$ cat config.mk
export PLATFORM = sky130hd
export DESIGN_NAME = gpio_irq_arbiter_flat
export DESIGN_NICKNAME = d
export VERILOG_FILES = /design/src/rtl/gpio_irq_arbiter_if.sv /design/src/rtl/gpio_irq_arbiter.sv /design/src/flat_wrapper.sv
export SDC_FILE = /design/constraint.sdc
export NUM_CORES = 1
export LEC_CHECK = 0
export CAP_MARGIN = 20
export CORE_ASPECT_RATIO = 1.1
export CORE_MARGIN = 3
export CORE_UTILIZATION = 34
export DETAILED_ROUTE_END_ITERATION = 10
export PLACE_DENSITY = 0.71
export SYNTH_ARGS = -nofsm -noshare
export SYNTH_HDL_FRONTEND = slang
export SYNTH_SLANG_ARGS = --single-unit
$ cat constraint.sdc
create_clock -name clk -period 2.1 [get_ports clk]
set_input_delay 0.42 -clock clk [delete_from_list [all_inputs] [get_ports clk]]
set_output_delay 0.42 -clock clk [all_outputs]
set_load 0.01 [all_outputs]
$ cat src/rtl/gpio_irq_arbiter_if.sv
// gpio_irq_arbiter_if: IRQ/ACK handshake between the GPIO interrupt arbiter and the core.
//
// Signals:
//   irq     - interrupt request to the core
//   irq_id  - index of the requesting pin, valid while irq=1
//   irq_ack - core acknowledge, only observed while irq=1
//
// Modports:
//   master - arbiter side (drives irq/irq_id, samples irq_ack)
//   slave  - core side
//
// ID_W must match the ID_W of the gpio_irq_arbiter instance it is attached to.

interface gpio_irq_arbiter_if #(
    parameter int unsigned ID_W = 5
);
    logic            irq;
    logic [ID_W-1:0] irq_id;
    logic            irq_ack;

    modport master (
        output irq,
        output irq_id,
        input  irq_ack
    );

    modport slave (
        input  irq,
        input  irq_id,
        output irq_ack
    );
endinterface

$ cat src/rtl/gpio_irq_arbiter.sv
// gpio_irq_arbiter: masks the per-pin GPIO interrupt lines, arbitrates them down to a single
// interrupt ID, presents it to the core over an IRQ/ACK handshake, then pulses the matching
// irqres clear strobe and checks that the source actually dropped.
//
// Ports:
//   clk       - system clock
//   rst_n     - asynchronous active-low reset
//   intr      - per-pin latched interrupt levels from the pin mux
//   irq_mask  - per-pin enable, 1 = source may raise an interrupt
//   irqres    - per-pin clear strobe back to the pin mux (one-hot, one cycle)
//   pending   - registered intr & irq_mask for status readback
//   clr_err   - sticky: a source stayed high CLR_WAIT cycles after its clear strobe
//   err_clr   - clears clr_err (a simultaneous new error wins)
//   bus       - IRQ/ACK handshake to the core (master side)
//
// Build option:
//   GPIO_IRQ_RR_EN - when defined, round-robin arbitration starting after the last
//                    acknowledged ID; otherwise fixed priority, lowest index wins.
//
// Parameters: NUM_PINS sources, ID_W-bit IDs (2**ID_W >= NUM_PINS), CLR_WAIT >= 1.

module gpio_irq_arbiter #(
    parameter int unsigned NUM_PINS = 24,
    parameter int unsigned ID_W     = 5,
    parameter int unsigned CLR_WAIT = 4
) (
    input  logic                clk,
    input  logic                rst_n,
    input  logic [NUM_PINS-1:0] intr,
    input  logic [NUM_PINS-1:0] irq_mask,
    output logic [NUM_PINS-1:0] irqres,
    output logic [NUM_PINS-1:0] pending,
    output logic                clr_err,
    input  logic                err_clr,
    gpio_irq_arbiter_if.master  bus
);

    localparam int unsigned CNT_W = (CLR_WAIT > 1) ? $clog2(CLR_WAIT) : 1;

    typedef enum logic [1:0] {
        StIdle,
        StReq,
        StClear,
        StWaitLow
    } state_e;

    state_e              state_q, state_d;
    logic [NUM_PINS-1:0] intr_q;
    logic [NUM_PINS-1:0] pend;
    logic [NUM_PINS-1:0] pending_q;
    logic [ID_W-1:0]     id_q, id_d;
    logic [CNT_W-1:0]    cnt_q, cnt_d;
    logic                clr_err_q, clr_err_d;
    logic                err_set;
    logic                ack_take;
    logic [NUM_PINS-1:0] id_onehot;
    logic                win_found;
    logic [ID_W-1:0]     win_id;

    // Mask is applied after the input register so mask changes act on the very next decision.
    assign pend      = intr_q & irq_mask;
    assign id_onehot = NUM_PINS'(1) << id_q;

`ifdef GPIO_IRQ_RR_EN
    logic [ID_W-1:0]       last_id_q;
    logic [ID_W-1:0]       rr_base;
    logic [2*NUM_PINS-1:0] rr_dbl;
    int unsigned           rr_sum;

    // Rotate pend so the search start lands at bit 0, find the lowest set bit, then
    // map the offset back to a pin index with a single wrap.
    always_comb begin
        win_found = 1'b0;
        win_id    = '0;
        rr_sum    = 0;
        rr_base   = (last_id_q == ID_W'(NUM_PINS - 1)) ? '0 : last_id_q + 1'b1;
        rr_dbl    = {pend, pend} >> rr_base;
        for (int i = NUM_PINS - 1; i >= 0; i--) begin
            if (rr_dbl[i]) begin
                win_found = 1'b1;
                rr_sum    = int'(unsigned'(rr_base)) + i;
            end
        end
        if (rr_sum >= NUM_PINS) begin
            rr_sum = rr_sum - NUM_PINS;
        end
        win_id = ID_W'(rr_sum);
    end

    always_ff @(posedge clk or negedge rst_n) begin
        if (!rst_n) begin
            last_id_q <= ID_W'(NUM_PINS - 1);
        end else if (ack_take) begin
            last_id_q <= id_q;
        end
    end
`else
    // Downward scan so the lowest set index is the last (winning) assignment.
    always_comb begin
        win_found = 1'b0;
        win_id    = '0;
        for (int i = NUM_PINS - 1; i >= 0; i--) begin
            if (pend[i]) begin
                win_found = 1'b1;
                win_id    = ID_W'(i);
            end
        end
    end
`endif

    always_comb begin
        state_d   = state_q;
        id_d      = id_q;
        cnt_d     = cnt_q;
        err_set   = 1'b0;
        ack_take  = 1'b0;
        irqres    = '0;
        case (state_q)
            StIdle: begin
                if (win_found) begin
                    id_d    = win_id;
                    state_d = StReq;
                end
            end
            StReq: begin
                // ACK takes precedence over a source withdrawing in the same cycle.
                if (bus.irq_ack) begin
                    ack_take = 1'b1;
                    state_d  = StClear;
                end else if ((pend & id_onehot) == '0) begin
                    state_d = StIdle;
                end
            end
            StClear: begin
                irqres  = id_onehot;
                cnt_d   = '0;
                state_d = StWaitLow;
            end
            StWaitLow: begin
                // intr_q lags the pin mux by a cycle, so the first look may still be high.
                if ((intr_q & id_onehot) == '0) begin
                    state_d = StIdle;
                end else if (cnt_q == CNT_W'(CLR_WAIT - 1)) begin
                    err_set = 1'b1;
                    state_d = StIdle;
                end else begin
                    cnt_d = cnt_q + 1'b1;
                end
            end
            default: state_d = StIdle;
        endcase

        if (err_set) begin
            clr_err_d = 1'b1;
        end else if (err_clr) begin
            clr_err_d = 1'b0;
        end else begin
            clr_err_d = clr_err_q;
        end
    end

    always_ff @(posedge clk or negedge rst_n) begin
        if (!rst_n) begin
            state_q   <= StIdle;
            intr_q    <= '0;
            pending_q <= '0;
            id_q      <= '0;
            cnt_q     <= '0;
            clr_err_q <= 1'b0;
        end else begin
            state_q   <= state_d;
            intr_q    <= intr;
            pending_q <= pend;
            id_q      <= id_d;
            cnt_q     <= cnt_d;
            clr_err_q <= clr_err_d;
        end
    end

    assign bus.irq    = (state_q == StReq);
    assign bus.irq_id = id_q;
    assign pending    = pending_q;
    assign clr_err    = clr_err_q;

endmodule

$ cat src/flat_wrapper.sv
// flat-port wrapper written by rule: the top's interface ports become plain ports
module gpio_irq_arbiter_flat 
#(
    parameter int unsigned NUM_PINS = 24,
    parameter int unsigned ID_W     = 5,
    parameter int unsigned CLR_WAIT = 4
)
  (clk, rst_n, intr, irq_mask, irqres, pending, clr_err, err_clr, bus_irq, bus_irq_id, bus_irq_ack);
  gpio_irq_arbiter_if #(.ID_W(ID_W)) bus_i ();
  input  logic clk;
  input  logic rst_n;
  input  logic [NUM_PINS-1:0] intr;
  input  logic [NUM_PINS-1:0] irq_mask;
  output logic [NUM_PINS-1:0] irqres;
  output logic [NUM_PINS-1:0] pending;
  output logic clr_err;
  input  logic err_clr;
  output wire logic [$bits(bus_i.irq)-1:0] bus_irq;
  output wire logic [$bits(bus_i.irq_id)-1:0] bus_irq_id;
  input wire logic [$bits(bus_i.irq_ack)-1:0] bus_irq_ack;
  assign bus_irq = bus_i.irq;
  assign bus_irq_id = bus_i.irq_id;
  assign bus_i.irq_ack = bus_irq_ack;
  gpio_irq_arbiter #(.NUM_PINS(NUM_PINS), .ID_W(ID_W), .CLR_WAIT(CLR_WAIT)) u_core (.clk(clk), .rst_n(rst_n), .intr(intr), .irq_mask(irq_mask), .irqres(irqres), .pending(pending), .clr_err(clr_err), .err_clr(err_clr), .bus(bus_i));
endmodule
; Yosys cells after proc, flatten, opt, wreduce, memory -nomap -nowiden
; Cells that the tools add are included.
[classes]
multipliers = 0
bitwise_logic = 3
n_reduce_logical = 8
n_addsub = 1
n_lt_le_gt_ge = 0
div = 0
n_mux = 63
shifts = 1
n_eq_ne = 9
[op_table]
columns = cell, n
row1 = 5-bit two-way mux, 24
row2 = 24-bit AND, 3
row3 = 24-bit logical NOT, 2
row4 = 1-bit two-way mux, 29
row5 = 24-bit two-way mux, 1
row6 = 1-bit by 5-bit << shifter with 24-bit output (first input constant), 1
row7 = 2-bit two-way mux, 7
row8 = 2-bit case mux with 4 select lines, 1
row9 = 2-bit == test (second input constant), 3
row10 = 3-bit by 1-bit != test with 1-bit output (second input constant), 2
row11 = 3-bit AND reduction, 2
row12 = 2-bit != test (second input constant), 2
row13 = 2-bit case mux with 2 select lines, 1
row14 = 2-bit nonzero test, 2
row15 = 2-bit by 1-bit adder with 2-bit output (second input constant), 1
row16 = 2-bit by 1-bit == test with 1-bit output (second input constant), 1
row17 = 2-bit logical NOT, 1
row18 = 2-bit by 1-bit != test with 1-bit output (second input constant), 1
row19 = 2-bit AND reduction, 1
[totals]
rom_bits = 0
wordCells = 91
mem_bits_rw = 0
inputBits = 52
register_bits = 58
memories = 0
latch_bits = 0
out_inout_bits = 55

; Longest topological paths before layout
[depth]
word_depth = 27
ltp_mapped = 9

; Worst setup path before layout
; No wires, ideal clock.
[synth_timing]
kind = flip-flop to output port
start = register u_core.id_q[1], in the netlist u_core.bus.irq_id[1]
end = output port irqres[6]
path_slack_ps = -36
arrival_time_ps = 1716
stages_incl_launch_ff = 7
required_ps = 1680
path_cell_list = dfrtp_1 > buf_2 > clkbuf_1 > clkbuf_1 > nand2b_1 > nand2b_1 > nor3_1
[synth_between]
elab_chain_len = 2
[synth_lines]
columns = item, line_no
row1 = from (decl), gpio_irq_arbiter.sv:51  ; logic [ID_W-1:0] id_q, id_d;
row2 = from (signal assigned), gpio_irq_arbiter.sv:174  ; id_q <= id_d;
row3 = 1-bit by 5-bit << shifter with 24-bit output, gpio_irq_arbiter.sv:62  ; assign id_onehot = NUM_PINS'(1) << id_q;
row4 = 24-bit two-way mux, gpio_irq_arbiter.sv:118  ; case (state_q)
row5 = to (decl), flat_wrapper.sv:14  ; output logic [NUM_PINS-1:0] irqres;
; Every way passes these cells.

; Worst setup path after layout
[layout_timing]
start = register u_core.id_q[2], in the netlist u_core.bus.irq_id[2]
end = register u_core.state_q[0]
[layout_between]
elab_chain_len = 5
[layout_lines]
columns = item, line_no
row1 = 1-bit by 5-bit << shifter with 24-bit output *, gpio_irq_arbiter.sv:62
row2 = 24-bit AND (on tied branches), "gpio_irq_arbiter.sv:141, gpio_irq_arbiter.sv:130"
row3 = 24-bit logical NOT (on tied branches), "gpio_irq_arbiter.sv:141, gpio_irq_arbiter.sv:130"
row4 = 2-bit two-way mux / 3-bit by 1-bit != test with 1-bit output (equally long branches), -
row5 = 2-bit case mux with 4 select lines / 3-bit AND reduction (equally long branches), -
row6 = to (signal assigned), gpio_irq_arbiter.sv:164  ; state_q <= StIdle;
row7 = to (signal assigned), gpio_irq_arbiter.sv:171  ; state_q <= state_d;
row8 = to (decl), gpio_irq_arbiter.sv:47  ; state_e state_q, state_d;
; Every way passes the cells marked *; elsewhere a longest branch is shown, timed or not.
; A chain may end at the register's enable or synchronous reset.

==> impl_summary.log <==
[metrics] Simple-Gate Fraction of Synth Area: 0.2499
[metrics] most frequent cell after synthesis: sky130_fd_sc_hd__dfrtp_1
[metrics] vias per std cell: 5.300
[metrics] site row count: 35
[metrics] total via count after detailed routing: roughly 3300
[metrics] Worst setup SP type: register
[metrics] compound-cell area share of the yosys netlist: 0.1846
[metrics] cell area after technology mapping: 0.002949 mm2
[metrics] Worst EP arrival: around 2300 ps
[metrics] largest net degree at the start of global routing: 35
[metrics] GRT Util Overall: 0.2199
[metrics] adder and majority gate portion of the synthesized area: 0.004243
[metrics] number of clock sinks seen by CTS: 58
[metrics] number of DRC violations after detailed routing: 0
[metrics] maximum fanout along the worst path: 11
[metrics] setup slack, reg-to-reg: 20 ps
[metrics] worst slew margin relative to its limit: 0.6250
[metrics] layout overhead on the synthesized area: 74.42%
[metrics] area share of xor/xnor cells in the synthesized design: 0
[metrics] final core occ: 0.6118
[metrics] clock network latency to the later pin of the worst-skew pair: 350 ps
[metrics] synth warn: 0
[metrics] sequential element share of the synthesized area: 0.4922
[metrics] starting DRC count in detailed routing: 314
[metrics] final estimated routing congestion in global placement: 0.9443
[metrics] Layout fillers: 738
[metrics] met2 track demand over resource: 0.3496
[metrics] ranking of synthesized cells by area: sky130_fd_sc_hd__dfrtp_1 (49%), sky130_fd_sc_hd__nand2_1 (4.3%), sky130_fd_sc_hd__nor2_1 (3.6%)
[metrics] combinational cell fraction of total power: 0.514
[metrics] Setup-failing EPs final: 0
[metrics] layer carrying the most global-route usage: met2
[metrics] peak supply drop: 0.0005384 V
[metrics] post-layout min period: 2082 ps
[metrics] antenna violations before repair: 0
[metrics] GR Util met1: 0.2940
[metrics] Min-Delay Path Class: in2async
[metrics] number of max-cap violations: 0
[metrics] final instance area: approximately 0.0051 mm2
[metrics] GRT met3 Usage: 0.04575
[metrics] clock root buffer: sky130_fd_sc_hd__clkbuf_8
[metrics] die extent in y: 103.7 um
[metrics] total grt overflow: 0
[metrics] EDFF count, synth: 0
[metrics] clock group share of total power: 0.232
[metrics] FF+latch count, synth: 58
[metrics] count of inserted antenna diode cells: 0
[metrics] number of nets still failing antenna checks after routing: 0
[metrics] Max Buffers Root-to-Sink: 2
[metrics] clock tree from TritonCTS: yes
[metrics] I/O pins: between 100 and 150
[metrics] drt wl/cell: 17.31 um
[metrics] DPL Wire Length: roughly 8300 um
[metrics] Final Slew Violations: 0
[metrics] synthesized net count: 370
[metrics] cts bufs inserted: 9
[metrics] final hold violations: 0
[metrics] wire length of the first global-routing pass: 16550 um
[metrics] launch point of the critical path: u_core.bus.irq_id[2]
[metrics] filler-free cell count of the finished design: 621
[metrics] area fraction of the dominant cell type after synthesis: 0.4922
[metrics] post-synthesis cell type with the largest combined area: sky130_fd_sc_hd__dfrtp_1
[metrics] initial core utilization: 0.3507
[metrics] post-layout power: around 5.6 mW
[metrics] via count of the first global-routing pass: 3191
[metrics] sequential cell fraction of total power: 0.254
[metrics] Final Routed Wirelength: 10750 um
[metrics] clock skew: 15.30 ps
[metrics] clock transition at the register clock pins on the worst setup and hold paths after CTS: 80 ps
[metrics] area used by sequential logic in the layout: 0.001459 mm2
[metrics] slew at the pin with the worst max-slew slack: approximately 560 ps
[metrics] placeable core region: 0.008408 mm2
[metrics] Placement Cell Area: 0.004669 mm2
[metrics] fraction of registers with async set or reset after synthesis: 1.000
[metrics] die width: ~95 um
[metrics] power per cell area: 1079 mW/mm2
[metrics] instance count of the mapped netlist: 317
[metrics] hold_buf cts: 0
[metrics] power dissipated by switching net loads: 2.068 mW
[metrics] required time of the critical path: 2350 ps
[metrics] total internal power: 3.483 mW
[metrics] area of the multi-input gates: 0.001501 mm2
[metrics] PortBufs: 106
[metrics] fraction of power spent switching nets: 0.3726
[metrics] die area: about 0.0098 mm2
[metrics] H-tree levels: 3
[metrics] number of placed cells counting well taps: 593
[metrics] unrepaired setup endpoints after global routing: yes
[metrics] fraction of final layout cells sized beyond drive strength 1: 0.3157
[metrics] share of synthesized area spent on multiplexers: 0.01824
[metrics] run status: finished clean
[metrics] final net count: 558
[metrics] number of different library cells in the post-synthesis netlist: 58
[metrics] leading cell types by count after synthesis: sky130_fd_sc_hd__dfrtp_1 (58), sky130_fd_sc_hd__nand2_1 (34), sky130_fd_sc_hd__nor2_1 (28)
[metrics] Post-synth top flop: sky130_fd_sc_hd__dfrtp_1
[metrics] leakage dissipation: 2.356 nW
[metrics] main combinational cell family by area after synthesis: simple AND/OR/NAND/NOR gates
[metrics] length of the first detailed-routing pass in iterations: 5
[metrics] worst r2r src: u_core.bus.irq_id[2]
[metrics] ratio of final minimum period to clock period: 0.9915
[metrics] Syn Area/Cell: 9.303 um2
[metrics] critical setup path kind: reg2reg
[metrics] highest achievable clock rate: 480.3 MHz
[metrics] endpoint type of the worst setup path: register
## critical path, cell delays in order, from the launching register on
cell and delay (ps):
sky130_fd_sc_hd__dfrtp_2 450, sky130_fd_sc_hd__buf_4 170, sky130_fd_sc_hd__buf_4 180, sky130_fd_sc_hd__or4_1 530
sky130_fd_sc_hd__a211o_1 280, sky130_fd_sc_hd__nand3_1 120, sky130_fd_sc_hd__nor4b_2 80, sky130_fd_sc_hd__a311oi_2 190
## power groups by stage
| stage | combinational, mW | sequential (mW) | clock [mW] |
|---|---|---|---|
| 6_report | 2.85 | 1.41 | 1.29 |
| 5_1_grt | 3.03 | 1.43 | 1.35 |
| 4_1_cts | 2.60 | 1.39 | 1.30 |
| 3_5_place_dp | 2.34 | 1.43 | 0 |
| 3_3_place_gp | 2.33 | 1.43 | 0 |
| 2_1_floorplan | 1.15 | 1.38 | 0 |
## metal layers
| metal | wire (um) | up-vias |
|---|---|---|
| met4 | 181 | 0 |
| met5 | 0 | - |
| met3 | 804 | 20 |
| met1 | 4453 | 1565 |
| met2 | 5308 | 186 |
| li1 | - | 1520 |
## cell usage in the layout, fill, tap and decap left out, types with 4 or more instances in the layout
cell                              instances
sky130_fd_sc_hd__nor2_1                  25
sky130_fd_sc_hd__dfrtp_2                  6
sky130_fd_sc_hd__buf_4                   77
sky130_fd_sc_hd__clkbuf_2                 9
sky130_fd_sc_hd__nand4_1                  4
sky130_fd_sc_hd__clkdlybuf4s15_2          4
sky130_fd_sc_hd__clkbuf_8                 9
sky130_fd_sc_hd__nand2b_1                 5
sky130_fd_sc_hd__nor3_1                   6
sky130_fd_sc_hd__a22oi_1                  8
sky130_fd_sc_hd__inv_1                   19
sky130_fd_sc_hd__a22o_1                   4
sky130_fd_sc_hd__o21ai_0                 13
sky130_fd_sc_hd__dlygate4sd2_1           12
sky130_fd_sc_hd__nand2_1                 31
sky130_fd_sc_hd__nor2b_1                  7
sky130_fd_sc_hd__a31oi_1                  5
sky130_fd_sc_hd__clkdlybuf4s50_1         71
sky130_fd_sc_hd__buf_6                    7
sky130_fd_sc_hd__nand3_1                 11
sky130_fd_sc_hd__o2111ai_1                4
sky130_fd_sc_hd__and2_1                  10
sky130_fd_sc_hd__dlymetal6s2s_1           5
sky130_fd_sc_hd__nand3b_1                 4
sky130_fd_sc_hd__dfrtp_1                 52
sky130_fd_sc_hd__a21oi_1                 13
## final timing paths
| path | end | cells past startpoint |
|---|---|---|
| hold reg to reg | u_core.clr_err | 2 |
| hold / removal | u_core.intr_q[14] | 1 |
| max in group asynchronous | u_core.pending[3] | 2 |
| setup reg to reg | u_core.state_q[0] | 7 |
| setup / recovery | u_core.state_q[0] | 7 |
| min in group clk | u_core.intr_q[13] | 1 |
## sequential cells by signal (all words and copies together), names as in the netlist, named ones only
| signal | count |
|---|---|
| u_core.intr_q | 24 |
| u_core.pending | 24 |
| u_core.bus.irq_id | 5 |
| u_core.cnt_q | 2 |
| u_core.clr_err | 1 |
| u_core.state_q | 1 |
## cells by family after synthesis
| group | count (synthesis) |
|---|---|
| AND/OR/NAND/NOR | 140 |
| AO/OA/AOI/OAI | 77 |
| flip-flops | 58 |
| buffers and inverters | 36 |
| multiplexers | 5 |
| adder cells (fa/ha/maj) | 1 |
## cell type report
| type | count | area share |
|---|---|---|
| Inverter | 20 | 0.01459 |
| Multi-Input combinational cell | 223 | 0.2919 |
| Clock buffer | 9 | 0.02408 |
| Timing Repair Buffer | 193 | 0.3345 |
| Clock inverter | 7 | 0.02432 |
| Sequential cell | 58 | 0.2836 |
| Tap cell | 111 | 0.02700 |
## stage by stage
| stage | worst slack, ps | hold WS [ps] | TNS [ps] |
|---|---|---|---|
| after floorplan | 44.97 | 124.4 | 0 |
| after global placement | -338.7 | 444.0 | -1534 |
| after detailed placement | -370.0 | 439.9 | -1815 |
| after CTS | -28.37 | 66.88 | -39.43 |
| after global routing | -72.28 | 93.44 | -224.6 |
| final | 17.83 | 53.70 | 0 |
## timing repair
item,CTS,global route
resized for setup,63,55
pin swaps,10,10
setup buffers,11,3
setup endpoints to repair,32,29
No activity file was read; power rests on OpenSTA's default activity.
